--- src/rtl/key_cond_pkg.sv ---
// Shared types and constants for the Tug of War key conditioners.
package key_cond_pkg;

    // Debounce FSM: two stable states, each with a qualifying state in front of the opposite one
    typedef enum logic [1:0] {
        UP     = 2'd0,
        DN_CHK = 2'd1,
        DOWN   = 2'd2,
        UP_CHK = 2'd3
    } key_state_e;

    // Simulation-friendly default; the board top overrides with roughly 1 ms of clock cycles
    localparam int KEY_DEBOUNCE_DEFAULT = 4;

endpackage

--- src/rtl/key_conditioner_sync2.sv ---
// Two-flop synchronizer for an asynchronous single-bit input; also used for the second player's key.
module sync2 (
    input  logic clk,
    input  logic reset,
    input  logic d,
    output logic q
);

    logic r_s1;
    logic r_s2;

    // Two-stage resynchronization into the clk domain; both stages clear on reset
    always_ff @(posedge clk or posedge reset) begin
        if (reset) begin
            r_s1 <= 1'b0;
            r_s2 <= 1'b0;
        end else begin
            r_s1 <= d;
            r_s2 <= r_s1;
        end
    end

    assign q = r_s2;

endmodule

--- src/rtl/key_conditioner.sv ---
// Pushbutton conditioner: synchronizes an active-low key, debounces it, and produces
// a clean active-high level plus a one-cycle press pulse.
// Build option: KEY_COND_DEBOUNCE_EN enables the debounce FSM/counter; when undefined
// the synchronized key is passed straight to level with a rising-edge pulse.
module key_conditioner
    import key_cond_pkg::*;
#(
    parameter int DEBOUNCE_CYCLES = KEY_DEBOUNCE_DEFAULT
) (
    input  logic clk,
    input  logic reset,
    input  logic key_n,
    output logic level,
    output logic pulse
);

    // The counter compare against DEBOUNCE_CYCLES-1 only makes sense for two or more samples
    if (DEBOUNCE_CYCLES < 2) begin : g_param_check
        $error("key_conditioner: DEBOUNCE_CYCLES must be >= 2");
    end

    logic w_s2;
    logic r_level;
    logic r_pulse;

    // Invert at the pin so everything downstream is active-high "pressed"
    sync2 u_sync (
        .clk   (clk),
        .reset (reset),
        .d     (~key_n),
        .q     (w_s2)
    );

`ifdef KEY_COND_DEBOUNCE_EN
    localparam int              CW       = $clog2(DEBOUNCE_CYCLES + 1);
    localparam logic [CW-1:0]   CNT_LAST = CW'(DEBOUNCE_CYCLES - 1);

    key_state_e    r_state;
    logic [CW-1:0] r_cnt;

    // Debounce FSM; level tracks the next state and the pulse fires only on a qualified press
    always_ff @(posedge clk or posedge reset) begin
        if (reset) begin
            r_state <= UP;
            r_cnt   <= '0;
            r_level <= 1'b0;
            r_pulse <= 1'b0;
        end else begin
            r_pulse <= 1'b0;
            case (r_state)
                UP: begin
                    r_level <= 1'b0;
                    if (w_s2) begin
                        r_state <= DN_CHK;
                        r_cnt   <= CW'(1);
                    end
                end
                DN_CHK: begin
                    r_level <= 1'b0;
                    if (!w_s2) begin
                        // bounce: press did not stay stable long enough
                        r_state <= UP;
                        r_cnt   <= '0;
                    end else if (r_cnt == CNT_LAST) begin
                        r_state <= DOWN;
                        r_cnt   <= '0;
                        r_level <= 1'b1;
                        r_pulse <= 1'b1;
                    end else begin
                        r_cnt <= r_cnt + CW'(1);
                    end
                end
                DOWN: begin
                    r_level <= 1'b1;
                    if (!w_s2) begin
                        r_state <= UP_CHK;
                        r_cnt   <= CW'(1);
                    end
                end
                UP_CHK: begin
                    r_level <= 1'b1;
                    if (w_s2) begin
                        // release bounce: return to held without a new pulse
                        r_state <= DOWN;
                        r_cnt   <= '0;
                    end else if (r_cnt == CNT_LAST) begin
                        r_state <= UP;
                        r_cnt   <= '0;
                        r_level <= 1'b0;
                    end else begin
                        r_cnt <= r_cnt + CW'(1);
                    end
                end
                default: begin
                    r_state <= UP;
                    r_cnt   <= '0;
                    r_level <= 1'b0;
                end
            endcase
        end
    end
`else
    // Pass-through: level follows the synchronized key, pulse marks its rising edge
    always_ff @(posedge clk or posedge reset) begin
        if (reset) begin
            r_level <= 1'b0;
            r_pulse <= 1'b0;
        end else begin
            r_level <= w_s2;
            r_pulse <= w_s2 & ~r_level;
        end
    end
`endif

    assign level = r_level;
    assign pulse = r_pulse;

endmodule

--- config.mk ---
export PLATFORM = sky130hd
export DESIGN_NAME = key_conditioner
export DESIGN_NICKNAME = d
export VERILOG_FILES = /design/src/rtl/key_cond_pkg.sv /design/src/rtl/key_conditioner_sync2.sv /design/src/rtl/key_conditioner.sv
export SDC_FILE = /design/constraint.sdc
export NUM_CORES = 1
export LEC_CHECK = 0
export BUFFER_PORTS_ARGS = -buffer_cell sky130_fd_sc_hd__buf_2
export CORE_AREA = 2 2 39 41
export CTS_CLUSTER_SIZE = 25
export DETAILED_ROUTE_END_ITERATION = 8
export DIE_AREA = 0 0 41 43
export REMOVE_ABC_BUFFERS = 1
export SETUP_SLACK_MARGIN = 0.4
export SYNTH_ARGS = -nofsm -noshare
export SYNTH_HDL_FRONTEND = slang
export SYNTH_SLANG_ARGS = --single-unit
--- constraint.sdc ---
create_clock -name clk -period 0.8 [get_ports clk]
set_input_delay 0.24 -clock clk [delete_from_list [all_inputs] [get_ports clk]]
set_output_delay 0.24 -clock clk [all_outputs]
set_load 0.01 [all_outputs]
==> flow_summary.ini <==
[clocking]
clock_latency_ps = 230
cts.sinks = 4
clk_pin_slew_ps = 40
htree_levels = 1
clk_path_buf_depth = 2
numCtsBuffers = 3
cts_tree = yes
cts_root_buf = clkbuf_4

[global_routing]
grt_max_degree = 5
grtUsageMet2_pct = 3.75
grt_pass1_vias = 91
grt_use_met3_pct = 7.85
grt-ovfl-total = 0
gr-usage-all-layers_pct = 4.23
grtUsageMet1_pct = 1.95
grt_pass1_wl_um = 345
top_usage_layer = met3
grt_antenna_before_repair = 0

[job]
drv_cap = 0

[final_layout]
n_fill_cell = 158
fin_util_pct = 16.4
n_antenna_cell = 0
nNetsFinal = 22
area_growth_pct = 86.6
instances_no_fill = 33
drive_above_1_share_pct = 64.7

[power]
p_per_area_mw_per_mm2 = 2250
power_uw = 509
leakagePower_nw = 0.116
ir_drop_v = 0.000529

[hold_path]
worstHoldPathType = in -> async

[sta]
final_max_slew_viol_count = 0
fmax_ghz = 1.03
skew_ps = 0.592
maxSlewHeadroom_pct = 89.6
finalHoldWorstSlack_ps = -117
finalSetupViolations = 3
rsz0062_at_grt = true
tightest_slew_ps = 156
setup_ws_ps = -172
min_period_ps = 972
tns_ps = -390
finalCritPeriodShare_pct = 121
finalHoldViolations = 4

[critical_path]
crit_type = reg -> out
critical_path_buf_inv_count = 1
startpoint = level
cp-start-kind = flop
setup.worst_path.end_class = output pin
cpPeakStageDelay_ps = 380
cp.required_ps = 560
cp_top_family = flip-flops
crit_path_top_delay_cell = dfrtp_1
cp_cell_sequence = buf_6
cp_max_fo = 2
arrival_ps = 730
crit-reg2reg-launch = level

[synth]
synth_top_area_share_pct = 82.5
ys_ff_latch = 4
ys_top_cells_by_area = dfrtp_1 82%, nor2b_4 11%, inv_1 6.2%
yosys_warnings = 0
syn_inst = 7
yosysSeqAreaShare_pct = 82.5
avgSynthCellArea_sq_um = 17.3
ys_types = 3
synthesis.area_sq_um = 121
synth_top_area_cell = dfrtp_1

[die]
dieWidth_um = 41
core_sq_mm = 0.00138
rows = 14
start_util_pct = 8.77
die_h_um = 43
dieArea_sq_mm = 0.00176
boundaryPins = 5

[status]
status = finished, violations left
failed_checks = hold timing, setup timing

[placed_design]
hpwl_um = 134
dp.cells = 28
routabilityCongestion = 0.495
portBuffers = 4

[detailed_routing]
drt-total-wl_um = 215
drc_errors = 0
viasPerCell = 2.79
dr.pass1.iters = 2
wl_per_cell_um = 6.52
vias = 92
drt_first_iter_violations = 2
ant_nets = 0
## per-stage QoR
stage / setup slack [ps] / area, sq um
floorplan: 151 / 121
global placement: 79.4 / 169
detailed placement: 68.7 / 169
CTS: -188 / 203
global route: -208 / 226
finish: -172 / 226
## cells in the final DEF (no fill, tap or decap)
| cell | n |
|---|---|
| buf_2 | 2 |
| buf_4 | 1 |
| buf_6 | 4 |
| clkbuf_4 | 3 |
| dfrtp_1 | 4 |
| inv_1 | 2 |
| nor2b_4 | 1 |
## worst paths after layout
kind | end | slack (ps) | cells past startpoint
max | level | -170 | 1
min | u_sync.q | -120 | 2
max reg2reg | pulse | -60 | 4
min reg2reg | u_sync.q | 350 | 0
max in group asynchronous | level | 770 | 2
min in group clk | u_sync.r_s1 | 140 | 2
## per-layer routing
metal,up-vias,share of wire [%]
li1,41,-
met1,42,35
met2,7,39
met3,2,23
met4,0,3.3
met5,-,0
## cells in the mapped netlist
cell type	n
dfrtp_1	4
nor2b_4	1
inv_1	2
## cell families after synthesis
kind of cell	share of synthesized area, %
buffers and inverters	6.19
flip-flops	82.5
AND/OR/NAND/NOR	11.3
## cell type report
| class | count | area (sq um) | area share, % |
|---|---|---|---|
| multi-input cells | 1 | 13.8 | 6.08 |
| well taps | 16 | 20.0 | 8.84 |
| flip-flops and latches | 4 | 100 | 44.2 |
| inverters | 2 | 7.51 | 3.31 |
| clock buffers | 3 | 22.5 | 9.94 |
| repair buffers | 7 | 62.6 | 27.6 |
## where the power goes
group | total [mW] | internal, mW | switching, mW
Sequential | 0.218 | 0.214 | 0.00454
Combinational | 0.0440 | 0.0294 | 0.0146
Clock | 0.247 | 0.168 | 0.0792
Total | 0.509 | 0.411 | 0.0983
## what timing repair did
| action | CTS | global route |
|---|---|---|
| gates resized for setup | 1 | 3 |
| endpoints found under the setup margin | 5 | 5 |
| setup buffers | 1 | 1 |
| hold endpoints to repair | 4 | 4 |
## registers in the layout (all words and copies together) (netlist names)
signal       flops
u_sync.q         1
level            1
u_sync.r_s1      1
pulse            1
No activity file was read; power rests on OpenSTA's default activity.
